File: src/rtl/mux_select_sequencer.sv
// Select sequencer for a 4:1 mux: scans the enabled channels with a programmable
// dwell per channel, strobing 'sample' on the last dwell cycle of each channel.
module mux_select_sequencer #(
    parameter int DWELL_W = 8
) (
    input  logic               clk,
    input  logic               rst_n,
    input  logic               start,
    input  logic               stop,
    input  logic               continuous,
    input  logic [3:0]         ch_mask,
    input  logic [DWELL_W-1:0] dwell,
    output logic               S0,
    output logic               S1,
    output logic [1:0]         ch_idx,
    output logic               sample,
    output logic               busy,
    output logic               done
);

    typedef enum logic {IDLE, SCAN} state_t;

    localparam logic [DWELL_W-1:0] ONE = DWELL_W'(1);

    state_t             state;
    logic [DWELL_W-1:0] count;
    logic [DWELL_W-1:0] dwell_l;
    logic [3:0]         mask_l;
    logic               has_next;
    logic [1:0]         next_ch;

    function automatic logic [1:0] lowest(input logic [3:0] m);
        logic [1:0] lo;
        lo = 2'd0;
        for (int i = 3; i >= 0; i--) begin
            if (m[i]) lo = 2'(i);
        end
        return lo;
    endfunction

    // Next enabled channel strictly above the current one; descending scan so the nearest wins.
    // NOTE: every always_comb output gets a default first so no latch is inferred.
    always_comb begin
        has_next = 1'b0;
        next_ch  = ch_idx;
        for (int i = 3; i >= 0; i--) begin
            if (mask_l[i] && (i > int'(ch_idx))) begin
                has_next = 1'b1;
                next_ch  = 2'(i);
            end
        end
    end

    assign sample = (state == SCAN) && (count == dwell_l - ONE);
    assign busy   = (state == SCAN);
    assign S0     = ch_idx[0];
    assign S1     = ch_idx[1];

    // NOTE: sequential state uses non-blocking assignments only, so every register sees pre-edge values.
    always_ff @(posedge clk or negedge rst_n) begin
        if (!rst_n) begin
            state   <= IDLE;
            ch_idx  <= 2'd0;
            count   <= '0;
            dwell_l <= '0;
            mask_l  <= 4'd0;
            done    <= 1'b0;
        end else begin
            done <= 1'b0;
            case (state)
                IDLE: begin
                    if (start && !stop && (ch_mask != 4'd0)) begin
                        mask_l  <= ch_mask;
                        dwell_l <= (dwell == '0) ? ONE : dwell;
                        ch_idx  <= lowest(ch_mask);
                        count   <= '0;
                        state   <= SCAN;
                    end
                end
                SCAN: begin
                    if (stop) begin
                        // Abort wins even on a sample cycle: no advance, no done.
                        state <= IDLE;
                        count <= '0;
                    end else if (sample) begin
                        count <= '0;
                        if (has_next) begin
                            ch_idx <= next_ch;
                        end else if (continuous) begin
                            ch_idx <= lowest(mask_l);
                        end else begin
                            state <= IDLE;
                            done  <= 1'b1;
                        end
                    end else begin
                        count <= count + ONE;
                    end
                end
                default: state <= IDLE;
            endcase
        end
    end

endmodule

File: config.mk
export PLATFORM = sky130hd
export DESIGN_NAME = mux_select_sequencer
export DESIGN_NICKNAME = d
export VERILOG_FILES = /design/src/rtl/mux_select_sequencer.sv
export SDC_FILE = /design/constraint.sdc
export NUM_CORES = 1
export LEC_CHECK = 0
export CORE_MARGIN = 2
export CORE_UTILIZATION = 40
export CTS_CLUSTER_DIAMETER = 50
export DETAILED_ROUTE_END_ITERATION = 16
export HOLD_SLACK_MARGIN = 0.12
export PLACE_DENSITY = 0.65
export RECOVER_POWER = 50
export SYNTH_ARGS = -nofsm -noshare
export SYNTH_HDL_FRONTEND = slang
export SYNTH_SLANG_ARGS = --single-unit
File: constraint.sdc
create_clock -name clk -period 2.29 [get_ports clk]
set_clock_uncertainty 0.1 [all_clocks]
set_input_delay 0.458 -clock clk [delete_from_list [all_inputs] [get_ports clk]]
set_output_delay 0.458 -clock clk [all_outputs]
set_load 0.03 [all_outputs]
==> qor.csv <==
metric,value,unit
status,finished with violations,
violations,negative setup slack,
crit_path_max_fanout,2,
drive_above_1_share,27.2,%
clock-root-buffer,clkbuf_4,
cpLargestDelayFamily,simple AND/OR/NAND/NOR gates,
use_met1,23.4,%
period_share,131,%
grt_pass1_vias,1369,
ctsHtreeMaxLevel,1,
placementRows,21,
die_h,64.4,µm
worst-path-buf-inv,1,
pwr_density_cell,1140,nW/µm²
rsz0062_at_grt,true,
synth_top_area_share,41.2,%
drv_cap,0,
grt_use_total,19.6,%
cp_cell_sequence,"or4_4, or3_4, a2111oi_4, nand3_2, nor2_4, buf_6",
io_buffers,23,
grt-busiest-layer,met2,
cts_tree,done,
clock_path_buffers,2,
fp.dieW,64.4,µm
crit_start,dwell_l[1],
ys_seq_area_share,41.2,%
cts_made_buffers,3,
ios,24,
ant_nets,0,
path_clk_slew,0.14,ns
rr_worst_depth,8,
grt_pass1_wl,6260,µm
setup_viol,13,
nets,222,
maxSlewViolCount,0,
diodes,0,
drtIter0Drc,60,
slowest_stage,or4_4,
fin_cells,248,
syn-num-nets,173,
antenna_found_initial,0,
via_per_inst,5.43,
synth_top_area_cell,dfrtp_1,
synth_cell_types,41,
fillCellCount,313,
switchingPower,938,µW
combPwrFrac,54.3,%
place_congestion,0.821,
syn-cell-area,1460,µm²
cts.sink_count,24,
hold_violations,0,
endpoint,sample,
endpoint_kind,output port,
cp.depth,6,
firstDrtPassIters,4,
worstSetupPathType,reg2out,
dpl.cell_count,239,
met2_usage,36.3,%
syn_inst,154,
cp.required,1.73,ns
finalWorstSetupSlack,-0.709,ns
grt_max_degree,25,
timing.rr.start,dwell_l[1],
area_delta_synth_final,40.0,%
cts_hold_buf,0,
vias,1347,
worstPathArrival,2.44,ns
wl,3670,µm
hold_path_class,reg2reg,
syn_area_per_cell,9.47,µm²
wl_per_cell,14.8,µm
dieArea,4140,µm²
power.leakage,0.000849,µW
power_frac_clock,13.3,%
clock_latency,0.32,ns
final_util,59.7,%
slew_headroom,11.0,%
initial_core_util,42.7,%
grt_util_met3,2.99,%
p_int,1390,µW
drc_errors,0,
worstMarginPinSlew,1.34,ns
clock.fmax,333,MHz
switching_share,40.3,%
yosys_register_bits,24,
core,3420,µm²
fin_crit,3.00,ns
power,2330,µW
yosysWarnings,0,
grt-ovfl-total,0,
start_kind,flip-flop,
synthTopCellsByArea,"dfrtp_1, mux2_2, xnor2_1",
p_seq_share,32.4,%
max_stage_delay,0.54,ns
r2r_slack,-0.55,ns
dp_hpwl,2730,µm
worst_ir_drop_vdd,0.564,mV
r2r_end,ch_idx[0],
[placed cells by master (no fill, tap or decap), types with 4 or more instances in the layout]
| cell | n |
|---|---|
| nand3_1 | 4 |
| buf_4 | 24 |
| xnor2_1 | 9 |
| inv_1 | 6 |
| nor2_1 | 9 |
| mux2_2 | 9 |
| nor3_1 | 7 |
| dfrtp_1 | 24 |
| a21oi_1 | 4 |
| nand2_1 | 14 |
| clkdlybuf4s50_1 | 21 |
| o21ai_0 | 8 |
[layer usage]
metal | share of wire, % | vias to the layer above | routed length, µm
met4 | 1.6 | 0 | 58
met3 | 3.1 | 7 | 114
met5 | 0 | - | 0
li1 | - | 654 | -
met2 | 54 | 27 | 1980
met1 | 41 | 659 | 1520
[through the flow]
stage	hold WS [ns]	cell area (µm²)	setup slack (ns)	TNS (ns)
5_1_grt	0.490	2040	-0.797	-5.88
2_1_floorplan	0.0624	1480	-0.271	-1.18
3_3_place_gp	0.436	1920	-0.335	-2.86
6_report	0.470	2040	-0.709	-4.90
3_5_place_dp	0.450	1920	-0.377	-3.30
4_1_cts	0.377	2000	-0.733	-4.20
[power by group through the flow]
stage                     registers, µW  clock network (µW)  logic, µW
after CTS                           755                 316       1230
after detailed placement            762                   0       1200
after global placement              749                   0       1160
final                               753                 310       1260
after floorplan                     764                   0        742
after global routing                782                 333       1370
[synthesized netlist by cell type, drive strengths merged]
library cell	number
or4	2
nor2	10
nor3b	3
or2	2
nand4	2
a211o	3
nand2	14
inv	6
o22ai	3
nand2b	2
nor3	8
o311ai	1
mux2	11
a21o	2
and3b	1
o211ai	1
nor2b	2
nand3	5
a21oi	4
a2111oi	1
clkbuf	4
xnor2	9
buf	3
a31oi	3
xor2	1
dfrtp	24
ha	2
o21ai	12
a31o	2
a32o	1
nor4	3
a22oi	1
and2	1
or3	5
[worst min-delay path by stage]
stage	start	endpoint	slack, ns	cells past startpoint
4_1_cts	rst_n	mask_l[0]	0.38	2
2_1_floorplan	rst_n	busy	0.06	0
3_3_place_gp	dwell_l[7]	dwell_l[7]	0.44	1
6_report	dwell_l[7]	dwell_l[7]	0.47	1
5_1_grt	dwell_l[7]	dwell_l[7]	0.49	1
3_5_place_dp	dwell_l[7]	dwell_l[7]	0.45	1
[logic make-up (layout without fill, tap and decap cells)]
logic type | Yosys count | after routing | share of synthesized area (%)
DFF | 24 | 24 | 41.2
muxes | 11 | 11 | 8.50
xor gates and xnor gates | 10 | 10 | 6.01
and+or+nand+nor | 60 | 60 | 22.1
adders and majority gates | 2 | 2 | 1.72
AOI/OAI and AO/OA | 34 | 34 | 16.3
buffers and inverters | 13 | 61 | 4.12
[sequential cells by signal (all words and copies together) (netlist names)]
signal	cells
ch_idx	2
mask_l	4
done	1
dwell_l	8
count	8
busy	1
[cell type report]
| type | instances | area (µm²) | area share (%) |
|---|---|---|---|
| sequential | 24 | 601 | 29.4 |
| clock inverter | 1 | 30.0 | 1.47 |
| multi-input combinational | 117 | 841 | 41.2 |
| inverter | 6 | 22.5 | 1.10 |
| clock buffer | 3 | 22.5 | 1.10 |
| timing repair buffer | 51 | 467 | 22.9 |
| tap | 46 | 57.6 | 2.82 |
[timing repair]
action / CTS / global route
endpoints found under the setup margin: 13 / 13
cloned: 0 / 0
pin swaps: 1 / 2
hold endpoints to repair: 0 / 0
resized for setup: 4 / 4
setup buffers: 2 / 3
No activity file was read; power rests on OpenSTA's default activity.
